--- src/rtl/cache_refill_ctrl_pkg.sv ---
// -----------------------------------------------------------------------------
// cache_refill_ctrl_pkg
// Purpose : Shared types and constants for the cache refill controller.
//           Holds the refill FSM state enum, the line geometry (words per
//           line, word/line widths) and the memory/line address widths.
//           Also provides a helper that extracts word k from a packed line.
// Ports   : none (package)
// -----------------------------------------------------------------------------
package cache_refill_ctrl_pkg;

  localparam int LINE_WORDS = 4;                      // words per cache line
  localparam int WORD_W     = 32;                     // bits per word
  localparam int LINE_W     = LINE_WORDS * WORD_W;    // bits per line
  localparam int WIDX_W     = 2;                      // word index width
  localparam int LADDR_W    = 6;                      // line address {tag,set}
  localparam int MADDR_W    = LADDR_W + WIDX_W;       // memory word address

  typedef enum logic [1:0] {
    ST_IDLE = 2'd0,
    ST_WB   = 2'd1,
    ST_FILL = 2'd2,
    ST_UPD  = 2'd3
  } state_t;

  // Word 0 sits in the most significant slot of a line.
  function automatic logic [WORD_W-1:0] line_word(
    input logic [LINE_W-1:0] line,
    input logic [WIDX_W-1:0] k
  );
    return line[LINE_W-1 - WORD_W*int'(k) -: WORD_W];
  endfunction

endpackage

--- src/rtl/cache_refill_ctrl_sat.sv ---
// -----------------------------------------------------------------------------
// sat_counter
// Purpose : Event counter that sticks at all-ones instead of wrapping.
// Ports   : clk    - clock
//           reset  - asynchronous active-low reset, clears the count
//           inc    - count one event this cycle
//           count  - current count (CNT_W bits)
// -----------------------------------------------------------------------------
module sat_counter
  import cache_refill_ctrl_pkg::*;
#(
  parameter int CNT_W = 16
) (
  input  logic             clk,
  input  logic             reset,
  input  logic             inc,
  output logic [CNT_W-1:0] count
);

  logic [CNT_W-1:0] r_count;
  logic             w_full;

  assign w_full = (r_count == {CNT_W{1'b1}});

  always_ff @(posedge clk or negedge reset) begin
    if (!reset) begin
      r_count <= '0;
    end else if (inc && !w_full) begin
      r_count <= r_count + CNT_W'(1);
    end
  end

  assign count = r_count;

endmodule

--- src/rtl/cache_refill_ctrl.sv ---
// -----------------------------------------------------------------------------
// cache_refill_ctrl
// Purpose : On a CPU miss, optionally writes the dirty victim line back to
//           memory one word at a time, then reads the requested line one word
//           at a time and presents it to the cache with a one-cycle update
//           pulse. Counts completed writebacks and refills (saturating).
// Ports   : clk        - clock, all state changes on its rising edge
//           reset      - asynchronous active-low reset
//           req        - CPU access valid
//           add[31:0]  - CPU byte address (bits 7:2 select the line)
//           miss_i     - cache miss flag
//           dirty_i    - victim line dirty flag
//           writeback  - victim line (word0 in [127:96])
//           wadd[5:0]  - victim line address
//           update     - one-cycle pulse, load d into the cache
//           d          - assembled refill line (word0 in [127:96])
//           stall      - CPU must hold its access
//           mem_req / mem_we / mem_addr / mem_wdata - memory word request
//           mem_rdata / mem_ack                     - memory word response
//           wb_cnt / fill_cnt - completed writeback / refill counts
// -----------------------------------------------------------------------------
module cache_refill_ctrl
  import cache_refill_ctrl_pkg::*;
#(
  parameter int LINE_WORDS = 4,
  parameter int CNT_W      = 16
) (
  input  logic              clk,
  input  logic              reset,
  input  logic              req,
  input  logic [31:0]       add,
  input  logic              miss_i,
  input  logic              dirty_i,
  input  logic [127:0]      writeback,
  input  logic [5:0]        wadd,
  output logic              update,
  output logic [127:0]      d,
  output logic              stall,
  output logic              mem_req,
  output logic              mem_we,
  output logic [7:0]        mem_addr,
  output logic [31:0]       mem_wdata,
  input  logic [31:0]       mem_rdata,
  input  logic              mem_ack,
  output logic [CNT_W-1:0]  wb_cnt,
  output logic [CNT_W-1:0]  fill_cnt
);

  localparam logic [WIDX_W-1:0] LAST_K = WIDX_W'(LINE_WORDS - 1);

  state_t              r_state;
  state_t              w_state_next;
  logic [WIDX_W-1:0]   r_k;
  logic [LINE_W-1:0]   r_wb_line;
  logic [LINE_W-1:0]   r_d;
  logic [LADDR_W-1:0]  r_wadd;
  logic [LADDR_W-1:0]  r_fadd;

  logic                w_start;
  logic                w_xfer;
  logic                w_last;
  logic                w_mem_req;
  logic                w_mem_we;
  logic [MADDR_W-1:0]  w_mem_addr;
  logic [WORD_W-1:0]   w_mem_wdata;
  logic                w_update;
  logic                w_wb_done;
  logic                w_unused;

  // Only the line-select bits of the CPU address matter here.
  assign w_unused = ^{add[31:8], add[1:0]};

  assign w_start = req & miss_i;
  // Ack is only meaningful while a request is outstanding; this also makes
  // any ack seen in IDLE or UPD harmless.
  assign w_xfer  = w_mem_req & mem_ack;
  assign w_last  = (r_k == LAST_K);

  // ---------------------------------------------------------------------------
  // FSM state register
  // ---------------------------------------------------------------------------
  always_ff @(posedge clk or negedge reset) begin
    if (!reset) begin
      r_state <= ST_IDLE;
    end else begin
      r_state <= w_state_next;
    end
  end

  // ---------------------------------------------------------------------------
  // Next state and memory-side outputs. Address and write data come only from
  // latched registers and r_k, so they hold still until the word is acked.
  // ---------------------------------------------------------------------------
  always_comb begin
    w_state_next = r_state;
    w_mem_req    = 1'b0;
    w_mem_we     = 1'b0;
    w_mem_addr   = '0;
    w_mem_wdata  = '0;
    w_update     = 1'b0;
    case (r_state)
      ST_IDLE: begin
        if (w_start) begin
          w_state_next = dirty_i ? ST_WB : ST_FILL;
        end
      end
      ST_WB: begin
        w_mem_req   = 1'b1;
        w_mem_we    = 1'b1;
        w_mem_addr  = {r_wadd, r_k};
        w_mem_wdata = line_word(r_wb_line, r_k);
        if (mem_ack && w_last) begin
          w_state_next = ST_FILL;
        end
      end
      ST_FILL: begin
        w_mem_req  = 1'b1;
        w_mem_addr = {r_fadd, r_k};
        if (mem_ack && w_last) begin
          w_state_next = ST_UPD;
        end
      end
      ST_UPD: begin
        w_update     = 1'b1;
        w_state_next = ST_IDLE;
      end
      default: begin
        w_state_next = ST_IDLE;
      end
    endcase
  end

  // ---------------------------------------------------------------------------
  // Datapath: miss latches, word index and refill line assembly.
  // r_k steps on the ack edge itself so consecutive words go out back to back.
  // ---------------------------------------------------------------------------
  always_ff @(posedge clk or negedge reset) begin
    if (!reset) begin
      r_k       <= '0;
      r_wb_line <= '0;
      r_wadd    <= '0;
      r_fadd    <= '0;
      r_d       <= '0;
    end else if (r_state == ST_IDLE) begin
      if (w_start) begin
        r_wb_line <= writeback;
        r_wadd    <= wadd;
        r_fadd    <= add[7:2];
        r_k       <= '0;
      end
    end else if (w_xfer) begin
      // Wrap to zero after the last word so FILL starts again at word 0.
      r_k <= w_last ? '0 : r_k + WIDX_W'(1);
      if (r_state == ST_FILL) begin
        r_d[LINE_W-1 - WORD_W*int'(r_k) -: WORD_W] <= mem_rdata;
      end
    end
  end

  assign w_wb_done = (r_state == ST_WB) & w_xfer & w_last;

  // ---------------------------------------------------------------------------
  // Performance counters
  // ---------------------------------------------------------------------------
  sat_counter #(.CNT_W(CNT_W)) u_wb_cnt (
    .clk   (clk),
    .reset (reset),
    .inc   (w_wb_done),
    .count (wb_cnt)
  );

  sat_counter #(.CNT_W(CNT_W)) u_fill_cnt (
    .clk   (clk),
    .reset (reset),
    .inc   (w_update),
    .count (fill_cnt)
  );

  assign update    = w_update;
  assign d         = r_d;
  assign stall     = (r_state != ST_IDLE) | w_start;
  assign mem_req   = w_mem_req;
  assign mem_we    = w_mem_we;
  assign mem_addr  = w_mem_addr;
  assign mem_wdata = w_mem_wdata;

endmodule

--- config.mk ---
export PLATFORM = sky130hd
export DESIGN_NAME = cache_refill_ctrl
export DESIGN_NICKNAME = d
export VERILOG_FILES = /design/src/rtl/cache_refill_ctrl_pkg.sv /design/src/rtl/cache_refill_ctrl_sat.sv /design/src/rtl/cache_refill_ctrl.sv
export SDC_FILE = /design/constraint.sdc
export NUM_CORES = 1
export LEC_CHECK = 0
export ABC_AREA = 1
export BUFFER_PORTS_ARGS = -buffer_cell sky130_fd_sc_hd__buf_2
export CAP_MARGIN = 20
export CORE_ASPECT_RATIO = 0.6
export CORE_UTILIZATION = 30
export DETAILED_ROUTE_END_ITERATION = 8
export GPL_TIMING_DRIVEN = 0
export SLEW_MARGIN = 20
export SYNTH_ARGS = -nofsm -noshare
export SYNTH_HDL_FRONTEND = slang
export SYNTH_SLANG_ARGS = --single-unit
--- constraint.sdc ---
create_clock -name clk -period 4.65 [get_ports clk]
set_input_delay 0.6975 -clock clk [delete_from_list [all_inputs] [get_ports clk]]
set_output_delay 0.6975 -clock clk [all_outputs]
set_load 0.05 [all_outputs]
### After elaboration in Yosys (flattened, before gate mapping)

Cells that the tools add are included.

* add/subtract/negate cells: 5
* muxes and demuxes: 15
* reductions and logical operators: 13
* shift operators: 3
* equal/unequal tests: 9
* bitwise operators: 6

Operator list (count)
* $shift A32 B33 Y159 const A: 1
* $shiftx A159 B8 Y32: 1
* $shiftx A32 B33 Y159: 1
* $bwmux W128: 1
* $neg A8 Y33: 1
* $add A16 B1 Y16 const B: 2
* $eq A16 B16 Y1 const B: 2
* $mux W32: 1
* $mux W2: 8
* $pmux W8 S2: 1
* $pmux W2 S4: 1
* $sub A7 B7 Y8 const A: 1
* $eq A2 B2 Y1 const B: 3
* $ne A2 B2 Y1 const B: 3
* $reduce_and A3 Y1: 2
* $and A1 B1 Y1: 4
* $reduce_and A2 Y1: 2
* $reduce_bool A2 Y1: 2
* $logic_and A1 B1 Y1: 3
* $mux W1: 3
* $add A2 B1 Y2 const B: 1
* $eq A2 B1 Y1 const B: 1
* $logic_not A1 Y1: 2
* $logic_not A2 Y1: 1
* 3 further kinds: 3

* logic and storage cells: 59
* flip-flop bits (word level): 304

### Depth between registers and ports, before layout

Gate-level depths: netlist (run 1).

* word-level depth: 7
* depth in mapped cells: 10
* depth with buffers taken out: 9

### Modules after synthesis

From an unflattened synthesis (run 1), not the netlist that was laid out.

* cells, all modules: 1986
* area, all modules: 14880.5 um2

By module, submodules not included
* cache_refill_ctrl: seq. area each 6806.5 um2, cells each 1682, area each 12823.5 um2, instances 1
* sat_counter: seq. area each 400.4 um2, cells each 152, area each 1028.5 um2, instances 2

### Least setup slack after synthesis (run 1)

No wires, ideal clock.

* path type: reg2out
* from: reg r_state[0]
* to: out mem_addr[2]
* buffers on the path: 0
* stages on the path, launching flop included: 5
* arrival time: 2.080 ns
* path slack: 1.873 ns
* required time: 3.953 ns
* path through: dfrtp_1 inv_1 ha_1 inv_1 a21oi_1

* longest elaborated chain between the ends: 2
* elaborated cells between the ends (all ways): 3
* those cells by class: 2 x eq/ne; 1 x mux

Ends and longest elaborated chain
* start: declaration: RTL line cache_refill_ctrl.sv:51 `state_t r_state;`
* start signal: assignment: RTL line cache_refill_ctrl.sv:86 `r_state <= w_state_next;`
* $eq A2 B2 Y1 / $eq A2 B1 Y1 (equally long branches): RTL line cache_refill_ctrl.sv:101 `case (r_state)`
* $pmux W8 S2 *: RTL line cache_refill_ctrl.sv:101
* end: declaration: RTL line cache_refill_ctrl.sv:41 `output logic [7:0] mem_addr,`

Every way passes the cells marked *; elsewhere a longest branch is shown, timed or not.

### Final worst setup path (run 1)

* from: reg r_state[1]
* to: out mem_wdata[24]

* longest elaborated chain between the ends: 2

Ends and longest elaborated chain
* $eq A2 B1 Y1: RTL line cache_refill_ctrl.sv:101
* $mux W32: RTL line cache_refill_ctrl.sv:101
* end: declaration: RTL line cache_refill_ctrl.sv:42 `output logic [31:0] mem_wdata,`

No other way between the ends.

==> results of run 1 <==
## logic make-up after synthesis
family,after synthesis,share of synthesized area [%]
multiplexers,140,11.38
flip-flops,304,51.25
AND/OR/NAND/NOR,674,19.54
buffers and inverters,214,7.628
AO/OA/AOI/OAI,252,8.808
adder cells (fa/ha/maj),11,0.9272
XOR/XNOR,8,0.4720
## registers in the layout (all words and copies together), names as in the netlist
name,cells
r_wb_line,128
r_state,2
u_fill_cnt.count,16
r_k,2
d,128
r_fadd,6
r_wadd,6
u_wb_cnt.count,16
## power breakdown
| group | internal, mW | switching, mW |
|---|---|---|
| Sequential | 3.76 | 0.651 |
| Clock | 1.51 | 1.12 |
| Combinational | 1.99 | 5.09 |
## per-layer routing
layer	up-vias	GRT usage (%)	wire (microns)
met5	-	0	37
met4	6	5.197	1326
met3	71	4.173	3470
met2	458	30.40	22650
met1	6414	28.12	23100
li1	6128	-	-
## worst register-to-register path: cells and delay by family (launching register included)
kind                       cells  cell delay [ps]
adders and majority gates      1              270
and+or+nand+nor                3              480
DFF                            1              400
buffers and inverters          5             1360
## worst max path at each step
stage / cells past startpoint / endpoint / slack (ps) / startpoint
2_1_floorplan: 4 / mem_addr[2] / 1870 / r_state[0]
3_3_place_gp: 1 / r_wb_line[25] / -2990 / reset
3_5_place_dp: 7 / mem_wdata[24] / 1440 / r_state[1]
4_1_cts: 7 / mem_wdata[24] / 790 / r_state[1]
5_1_grt: 7 / mem_wdata[21] / 640 / r_state[1]
6_report: 7 / mem_wdata[24] / 900 / r_state[1]
## cell type report
| type | instances | area, sq um | share of cell area (%) |
|---|---|---|---|
| clock inverters | 13 | 182.7 | 0.9770 |
| inverters | 111 | 416.7 | 2.228 |
| plain buffers | 103 | 715.7 | 3.828 |
| multi-input cells | 1085 | 6105 | 32.65 |
| repair buffers | 384 | 1999 | 10.69 |
| diodes | 7 | 17.52 | 0.09368 |
| clock buffers | 41 | 853.3 | 4.564 |
| well taps | 640 | 800.8 | 4.283 |
| flip-flops and latches | 304 | 7607 | 40.69 |
## stage by stage
step                      TNS, ps  cells  util (%)  instance area (sq um)
after global routing            0   2686     38.68                  18690
after detailed placement        0   2627     36.51                  17640
after CTS                       0   2681     38.65                  18680
after global placement    -894400   2624     36.32                  17550
final                           0   2688     38.69                  18700
after floorplan                 0   1603         -                  14840
## placed cells by master, fill, tap and decap left out, types with 2 or more instances in the layout
cell,n
inv_1,105
buf_16,3
buf_8,11
mux2_1,10
clkbuf_8,4
clkbuf_1,32
bufinv_16,4
clkbuf_2,4
o21ai_0,79
nand3b_1,4
mux2_4,30
clkbuf_16,31
nand2_2,7
inv_6,2
nand2_1,293
clkinv_2,4
diode_2,7
nand3_1,144
mux2_2,100
clkinv_4,2
dfrtp_1,304
ha_1,11
o21ai_1,119
nand4_1,14
nor2_1,191
buf_4,15
buf_2,407
buf_6,14
inv_2,6
nand2_4,2
a21oi_1,41
buf_1,6
nor2_4,6
o21ai_2,11
xor2_1,2
nor2_2,8
xnor2_1,6
==> summary.txt, run 1 <==
Setup path
  • FF-to-FF Start: r_k[1]
  • Worst Path Max Fanout: 10
  • CP Launch Type: flip-flop
  • Crit path buffers/inverters: 5
  • Top delay family on crit path: buffers and inverters
  • Reg2reg path depth: 9
  • Crit Path Class: flip-flop to primary output
  • CP cell instances: inv_1 -> ha_1 -> clkbuf_1 -> inv_1 -> clkbuf_1 -> a21oi_1 -> buf_2
  • Worst Setup End Kind: primary output
  • Crit path largest cell delay: approximately 480 ps
  • Worst path required time: about 4000 ps
  • Critical path arrival: 3050 ps
  • End of the worst register-to-register path: d[100]
  • R2R setup slack: ~2100 ps
  • Crit-path slowest cell: clkbuf_1

Global routing
  • Vias in the first global route: 12749
  • First-pass GRT wire length: between 70000 and 80000 microns
  • Pin count of the biggest net entering global routing: just under 100
  • Initial antenna violation count: 14
  • GRT Util Overall: roughly a fifth
  • Remaining Overflow, GRT: 0

Timing
  • Min cycle time layout: 3748 ps
  • Hold slack: roughly 33 ps
  • Slew headroom: between 50% and 60%
  • Tcrit/Tclk final: 80.60%
  • Pins Over Slew Limit: 0
  • Final Hold Fails: 0
  • PnR worst setup slack: ~900 ps
  • Skew final: between 10 and 15 ps
  • Final setup vio count: 0
  • RSZ-0062 raised after global routing: no
  • Fmax: approximately 270 MHz
  • Slew of the pin with the lowest slew margin: around 700 ps

Synthesis
  • Register bit total from synthesis: 304
  • Mapped Nets: about 1800
  • Netlist cell types: 37
  • Sequential fraction of the synthesis area: 51.25%
  • Synth area leader: dfrtp_1
  • Area contributors post-synth: dfrtp_1 (51%), mux2_2 (7.6%), nand2_1 (7.4%)
  • Syn Area/Cell: slightly above 9 sq um
  • Most frequent cell after synthesis: dfrtp_1
  • Fraction of registers with async set/reset: 100.0%
  • Number of synthesized flops with an enable pin: 0
  • Mapped Area: ~15000 sq um
  • Top_reg_cell synth: dfrtp_1
  • Syn. warnings: 0
  • Commonest cells in the netlist: dfrtp_1 (304), nand2_1 (293), nor2_1 (191)
  • Mapped Cells: approximately 1600
  • Post-synth top area share: roughly half

Die
  • I/O Pins: 408
  • Chip Height: between 150 and 200 microns
  • Die X: 289.2 microns
  • DIE AREA: about 50000 sq um
  • Core Region: 48330 sq um
  • Rows: just over 60
  • Initial cell density of the core: 30.72%

Min path
  • Min-Delay Path Class: input pin to asynchronous set/reset pin

Clocking
  • Clock H-tree levels: 1
  • Clock sink count: 304
  • Worst-Skew Late Latency: between 500 and 600 ps
  • Maximum clock path buffer count: 3
  • Post-CTS Hold Buffers: 0
  • Post-cts sizing count: 0
  • Setup Buffers After CTS: 0
  • Root buffer cell: clkbuf_16
  • TritonCTS clock tree: built
  • Worst-path clk slew: ~60 ps
  • CTS buffer count: 31

Pwr
  • Power per cell area: between 700 and 800 nW/um^2
  • Lkg Pwr: roughly 10 nW
  • Worst IR drop on VDD: around 0.28 mV
  • PnR Total Power: 14.11 mW

Place
  • Detailed Place HPWL: between 30000 and 40000 microns
  • PortBufs: between 300 and 400
  • Dpl ws: ~1400 ps
  • GPL Wtd Cong: 0.8746

Layout
  • Ratio of cells with drive above 1 in the final layout: about a third
  • FILL cells: ~5000
  • Area grow syn2layout: 25.96%
  • Final net count: around 2200

Route
  • DRT antenna net count: 0
  • Routed WL per cell: approximately 19 microns
  • Total wire length: about 51000 microns
  • DR pass1 iterations: 5
  • # DRC: 0
  • Via density: 4.865
  • Iter 0 DRT Violations: about 950
  • Vias: about 13000

Run status
  • Status: complete, no violations

Job
  • Max-cap check violation count: 0
No activity file was read; power rests on OpenSTA's default activity.
==> run 2, diff against run 1 <==
==> constraint.sdc (replaced) <==
create_clock -name clk -period 3 [get_ports clk]
set_input_delay 0.45 -clock clk [delete_from_list [all_inputs] [get_ports clk]]
set_output_delay 0.45 -clock clk [all_outputs]
set_load 0.05 [all_outputs]
==> run 2 against run 1 <==
Sequential power increased by 55%. Largest cell class unchanged. Largest power group unchanged. Utilization up 0.16 points. Register-to-register slack lost 1700 ps. Routed wire length hardly changed. Critical endpoint is now mem_wdata[23]. Via count decreased by 0.21%. Die area unchanged.
==> summary.txt, run 2 (synthesis results as in run 1) <==
Timing
  • Hold slack: 95.55 ps (+62.82 ps)
  • Slew of the pin with the lowest slew margin: 697.8 ps (-1.489 ps)
  • Final setup vio count: 0 (unchanged)
  • Slew headroom: 53.48% (+0.099 points)
  • Tcrit/Tclk final: between 90% and 100%
  • RSZ-0062 raised after global routing: no
  • Skew final: 10.56 ps (+0.1304 ps)
  • Min cycle time layout: approximately 2900 ps
  • Fmax: 349.0 MHz
  • Final Hold Fails: 0 (unchanged)
  • Setup TNS: 0 ps (unchanged)
  • Pins Over Slew Limit: 0 (unchanged)

Setup path
  • Crit Path Class: flip-flop to primary output
  • Worst path required time: 2550 ps (-1400 ps)
  • Worst Path Max Fanout: 11 (+1)
  • Reg2reg path depth: 9 (unchanged)
  • CP Launch Type: flip-flop
  • Crit-path slowest cell: dfrtp_1
  • R2R setup slack: 420 ps (-1650 ps)
  • Crit path largest cell delay: 400 ps (-80 ps)
  • Most used cell along the critical path: buf_2
  • Worst Setup End Kind: primary output
  • FF-to-FF Start: r_k[1]
  • Critical path arrival: 2420 ps (-630 ps)
  • CP cell instances: buf_2 -> inv_1 -> clkbuf_4 -> buf_4 -> o21ai_0 -> a21oi_1 -> buf_2
  • End of the worst register-to-register path: d[100]

Place
  • Detailed Place HPWL: 38650 microns (unchanged)
  • GPL Wtd Cong: 0.8746 (unchanged)
  • PortBufs: 381 (unchanged)

Global routing
  • First-pass GRT wire length: 76520 microns (about the same)
  • Vias in the first global route: 12744 (-0.039%)
  • Pin count of the biggest net entering global routing: 97 (unchanged)
  • Initial antenna violation count: 14 (unchanged)
  • GRT Util Overall: 19.78% (about the same)
  • Remaining Overflow, GRT: 0 (unchanged)

Run status
  • Status: complete, no violations

Route
  • # DRC: 0 (unchanged)
  • Iter 0 DRT Violations: 905 (-4.5%)
  • Routed WL per cell: 18.82 microns (about the same)
  • DR pass1 iterations: 6 (+1)
  • Vias: 13050 (-0.21%)
  • Total wire length: 50580 microns (about the same)
  • Via density: 4.855 (-0.21%)
  • DRT antenna net count: 0 (unchanged)

Job
  • Max-cap check violation count: 0 (unchanged)

Die
  • Die X: 289.2 microns (unchanged)
  • Rows: 62 (unchanged)
  • Core Region: 48330 sq um (unchanged)
  • Chip Height: 174.3 microns (unchanged)
  • DIE AREA: 50400 sq um (unchanged)
  • I/O Pins: 408 (unchanged)
  • Initial cell density of the core: 30.72% (unchanged)

Clocking
  • Clock sink count: 304 (unchanged)
  • Worst-Skew Late Latency: 580 ps (about the same)
  • Setup Buffers After CTS: 0 (unchanged)
  • Clock H-tree levels: 1 (unchanged)
  • Root buffer cell: clkbuf_16
  • Maximum clock path buffer count: 3 (unchanged)
  • CTS buffer count: 31 (unchanged)
  • TritonCTS clock tree: built
  • Worst-path clk slew: 70 ps (about the same)

Min path
  • Worst hold start: writeback[79]
  • Worst Hold End: r_wb_line[79]
  • WHS Path Cells: 2
  • Min-Delay Path Class: input pin to flip-flop

Layout
  • Most common cell after layout, fill and taps aside: buf_2
  • Ratio of cells with drive above 1 in the final layout: 33.56% (+0.44 points)
  • Most frequent cells in the layout: buf_2 (394), dfrtp_1 (304), nand2_1 (293), nor2_1 (191), nand3_1 (144)
  • FILL cells: 4896 (-0.10%)
  • Final net count: 2235 (unchanged)
  • Util after Layout: 38.85% (+0.16 points)
  • Area grow syn2layout: 26.48%

Pwr
  • Power per cell area: 1170 nW/um^2 (+55%)
  • Worst IR drop on VDD: 0.4347 mV (+55%)
  • Lkg Pwr: 10.07 nW (+0.28%)
  • PnR Total Power: 21.98 mW (+56%)
## run 2: area by class of cell
class,instances,area (sq um),area share [%]
diodes,7,17.52,0.09330
plain buffers,102,750.7,3.998
clock buffers,41,853.3,4.545
clock inverters,13,182.7,0.9729
inverters,111,416.7,2.219
multi-input cells,1085,6117,32.58
flip-flops and latches,304,7607,40.52
well taps,640,800.8,4.265
repair buffers,385,2029,10.81
## run 2: where the power goes
part	leakage (nW)	switching (mW)	total, mW	internal (mW)
Combinational	5.67	7.89	11.1	3.16
Clock	0.508	1.73	4.07	2.34
Sequential	3.89	1.02	6.85	5.83
Total	10.1	10.6	22.0	11.3
## run 2: how the worst max path moves through the flow
stage / start / to / slack, ps
after floorplan: r_state[0] / mem_addr[2] / 470
after global placement: reset / r_wb_line[25] / -4390
after detailed placement: r_state[1] / mem_wdata[24] / 40
after CTS: r_k[1] / mem_wdata[21] / 10
after global routing: r_k[1] / mem_wdata[26] / 3
final: r_k[0] / mem_wdata[23] / 130
## run 2: layer usage
| layer | global-route usage, % | routed length, microns | vias up |
|---|---|---|---|
| met1 | 28.14 | 23450 | 6425 |
| li1 | - | - | 6132 |
| met5 | 0 | 37 | - |
| met2 | 30.36 | 22600 | 414 |
| met4 | 5.197 | 1316 | 6 |
| met3 | 4.160 | 3186 | 73 |
## run 2: worst max-delay path: cells and delay by family, from the launching register on
kind	cells	cell delay [ps]
AOI/OAI and AO/OA	2	300
buffers and inverters	5	1130
DFF	1	400
## run 2: repair_timing
item / in CTS / in global routing
resized for setup: 19 / 19
hold buffers: 1 / 0
hold endpoints to repair: 52 / 0
endpoints found under the setup margin: 32 / 28
## run 2: through the flow
step / instances / worst slack [ps] / instance area, sq um
floorplan: 1603 / 470.5 / 14840
global placement: 2624 / -4389 / 17550
detailed placement: 2627 / 35.22 / 17640
CTS: 2681 / 12.84 / 18730
global route: 2686 / 2.810 / 18770
finish: 2688 / 134.4 / 18780
==> run 3, diff against run 2 <==
--- a/config.mk
+++ b/config.mk
@@ -5,7 +5,7 @@
 export SDC_FILE = /design/constraint.sdc
 export NUM_CORES = 1
 export LEC_CHECK = 0
-export ABC_AREA = 1
+export ABC_AREA = 0
 export BUFFER_PORTS_ARGS = -buffer_cell sky130_fd_sc_hd__buf_2
 export CAP_MARGIN = 20
 export CORE_ASPECT_RATIO = 0.6
==> run 3 against run 2 <==
Register-to-register slack improved by 230 ps. Critical endpoint is now mem_wdata[28]. Critical path depth decreased by 2. Largest cell class unchanged. Synthesized cell count decreased by 30%. Highest routed layer unchanged. Global-route usage down 1.8 points. Clock-buffer cell count rose by 2.
==> summary.txt, run 3 <==
Run status
  • Status: complete, no violations

Setup path
  • FF-to-FF Start: r_state[0]
  • Worst path required time: 2550 ps (about the same)
  • Crit-path slowest cell: clkbuf_2
  • Crit path buffers/inverters: 3 (-2)
  • R2R setup slack: 650 ps (+230 ps)
  • Crit path depth: 5 (-2)
  • Most used cell along the critical path: buf_2
  • Crit path largest cell delay: 410 ps (about the same)
  • CP Launch Type: flip-flop
  • CP cell instances: buf_2 -> clkbuf_2 -> mux4_2 -> and2_1 -> buf_2
  • End of the worst register-to-register path: d[26]
  • Worst Setup End Kind: primary output
  • Crit. Startpoint: r_k[1]
  • Top delay family on crit path: buffers and inverters
  • Reg2reg path depth: 9 (unchanged)
  • Critical path arrival: 2400 ps (-20 ps)
  • Worst Path Max Fanout: 10 (-1)
  • Crit Path Class: flip-flop to primary output

Place
  • Placed cell area: 15900 sq um (-9.9%)
  • GPL Wtd Cong: 0.8141 (-6.9%)
  • Detailed Place HPWL: 30800 microns (-20%)
  • PortBufs: 381 (unchanged)

Timing
  • Final setup vio count: 0 (unchanged)
  • Final Hold Fails: 0 (unchanged)
  • Slew headroom: 59.55% (+6.1 points)
  • Skew final: 16.61 ps (+6.051 ps)
  • Min cycle time layout: 2853 ps (-12.93 ps)
  • Pins Over Slew Limit: 0 (unchanged)
  • RSZ-0062 raised after global routing: no
  • Tcrit/Tclk final: 95.09% (-0.43 points)
  • Hold slack: 99.61 ps (+4.061 ps)
  • Fmax: 350.5 MHz (+0.45%)
  • Slew of the pin with the lowest slew margin: 606.7 ps (-91.07 ps)

Synthesis
  • Commonest cells in the netlist: dfrtp_1 (304), nand2_1 (277), mux2_2 (143)
  • Syn Area/Cell: 11.75 sq um (+27%)
  • Fraction of registers with async set/reset: 100.0% (unchanged)
  • Mapped Nets: 1336 (-27%)
  • Top_reg_cell synth: dfrtp_1
  • Mapped Cells: 1121 (-30%)
  • Netlist cell types: 41 (+11%)
  • Mapped Area: 13170 sq um (-11%)
  • Syn. warnings: 0 (unchanged)
  • Number of synthesized flops with an enable pin: 0 (unchanged)
  • Register bit total from synthesis: 304 (unchanged)
  • Area contributors post-synth: dfrtp_1 (58%), mux2_2 (12%), nand2_1 (7.9%)
  • Synth area leader: dfrtp_1
  • Sequential fraction of the synthesis area: 57.75% (+6.5 points)
  • Post-synth top area share: 57.75% (+6.5 points)
  • Most frequent cell after synthesis: dfrtp_1

Layout
  • Final net count: 1754 (-22%)
  • Area grow syn2layout: 29.16%
  • Most common cell after layout, fill and taps aside: buf_2
  • Ratio of cells with drive above 1 in the final layout: 43.12% (+9.6 points)
  • Most frequent cells in the layout: buf_2 (424), dfrtp_1 (304), nand2_1 (277), mux2_2 (143), o21ai_0 (120)
  • Multi-input logic area: 5228 sq um (-15%)
  • Cell area after layout: 17020 sq um (-9.4%)
  • FILL cells: 4224 (-14%)
  • Storage cell area: 7607 sq um (unchanged)
  • Util after Layout: 39.27% (+0.42 points)

Route
  • DRT met1 WL: 19180 microns (-18%)
  • DRT antenna net count: 0 (unchanged)
  • DR pass1 iterations: 5 (-1)
  • Routed WL per cell: 19.22 microns (+2.2%)
  • Vias: 10255 (-21%)
  • Met3 wire len: 2999 microns (-5.9%)
  • Met2 Wirelength: 18070 microns (-20%)
  • DR top layer: met5
  • Total wire length: 41330 microns (-18%)
  • Via density: 4.770 (-1.8%)
  • Iter 0 DRT Violations: 766 (-15%)
  • # DRC: 0 (unchanged)

Pwr
  • Worst IR drop on VDD: 0.4774 mV (+9.8%)
  • Lkg Pwr: 8.307 nW (-18%)
  • Power per cell area: 1054 nW/um^2 (-9.9%)

Die
  • DIE AREA: 44780 sq um (-11%)
  • Chip Height: 164.3 microns (-5.7%)
  • Initial cell density of the core: 30.40% (-0.31 points)
  • I/O Pins: 408 (unchanged)
  • Core Region: 43330 sq um (-10%)
  • Die X: 272.5 microns (-5.8%)
  • Rows: 59 (-4.8%)

Global routing
  • GRT Util Overall: 17.99% (-1.8 points)
  • Vias in the first global route: 10093 (-21%)
  • Remaining Overflow, GRT: 0 (unchanged)
  • Pin count of the biggest net entering global routing: 94 (-3.1%)
  • Initial antenna violation count: 11 (-3)
  • First-pass GRT wire length: 61810 microns (-19%)

Clocking
  • Setup Buffers After CTS: 0 (unchanged)
  • CTS buffer count: 31 (unchanged)
  • Clock H-tree levels: 1 (unchanged)
  • Worst-path clk slew: 70 ps (about the same)
  • Maximum clock path buffer count: 3 (unchanged)
  • Root buffer cell: clkbuf_16
  • Clock sink count: 304 (unchanged)
  • TritonCTS clock tree: built
  • Worst-Skew Late Latency: 580 ps (about the same)

Min path
  • Worst hold start: writeback[115]
  • WHS Path Cells: 2 (unchanged)
  • Worst Hold End: r_wb_line[115]
  • Min-Delay Path Class: input pin to flip-flop

Job
  • Max-cap check violation count: 0 (unchanged)
## run 3: cell types whose count changed in the layout (fill, tap and decap cells not counted), sizes merged, moves of 22 or more
cell   change
and2      +33
mux4      +32
inv      -109
nor2     -192
nand2     -22
a21oi     -39
o21ai     -78
nand3    -134
## run 3: power breakdown
part / total [mW] / internal (mW) / switching, mW
Sequential: 6.33 / 5.55 / 0.781
Combinational: 7.54 / 2.64 / 4.90
Clock: 4.06 / 2.35 / 1.72
Total: 17.9 / 10.5 / 7.40
## run 3: timing repair
action                                  4_1_cts  5_1_grt
gates resized for setup                      11        2
hold buffers                                  1        0
endpoints found under the setup margin       28        4
hold endpoints to repair                     67        0
## run 3: worst register-to-register path, stage by stage (launching register included)
cell and delay (ps):
dfrtp_1 400, inv_1 100, ha_1 190, buf_2 220, and4b_1 250, buf_2 160, nand2_2 220, buf_1 510
nand2_1 130, o21ai_0 90
## run 3: how the worst max path moves through the flow
stage	to	slack, ps
floorplan	mem_addr[0]	510
global placement	u_wb_cnt.count[0]	-4500
detailed placement	mem_wdata[21]	80
CTS	mem_wdata[20]	50
global route	mem_wdata[28]	8
finish	mem_wdata[28]	150
## run 3: final cells by class
| type | count | area share [%] |
|---|---|---|
| diodes | 8 | 0.1177 |
| plain buffers | 69 | 2.081 |
| clock buffers | 43 | 5.294 |
| clock inverters | 14 | 0.9192 |
| inverters | 4 | 0.08824 |
| multi-input cells | 744 | 30.72 |
| flip-flops and latches | 304 | 44.71 |
| well taps | 579 | 4.258 |
| repair buffers | 385 | 11.81 |
## run 3: kinds of logic (layout without fill, tap and decap cells)
logic type                 after synthesis  count (layout)  share of synthesized area, %
AOI/OAI and AO/OA                      150             150                         6.240
other                                    0               8                             0
adders and majority gates               11              11                         1.045
DFF                                    304             304                         57.75
and+or+nand+nor                        379             379                         12.71
xor gates and xnor gates                24              24                         1.596
buffers and inverters                   73             515                         2.574
muxes                                  180             180                         18.09
## run 3: metal layers
metal,up-vias,track usage [%]
met5,-,0
met3,73,5.029
met2,340,26.50
li1,4695,-
met4,6,4.750
met1,5141,25.76
## run 3: per-stage QoR
stage | setup TNS [ps] | power (mW) | setup WS (ps) | instances
after CTS | 0 | 18.16 | 52.53 | 2142
final | 0 | 17.94 | 147.3 | 2150
after floorplan | 0 | 11.79 | 514.7 | 1121
after global placement | -1351810 | 13.79 | -4497 | 2081
after detailed placement | 0 | 13.99 | 75.64 | 2084
after global routing | 0 | 18.95 | 7.582 | 2147
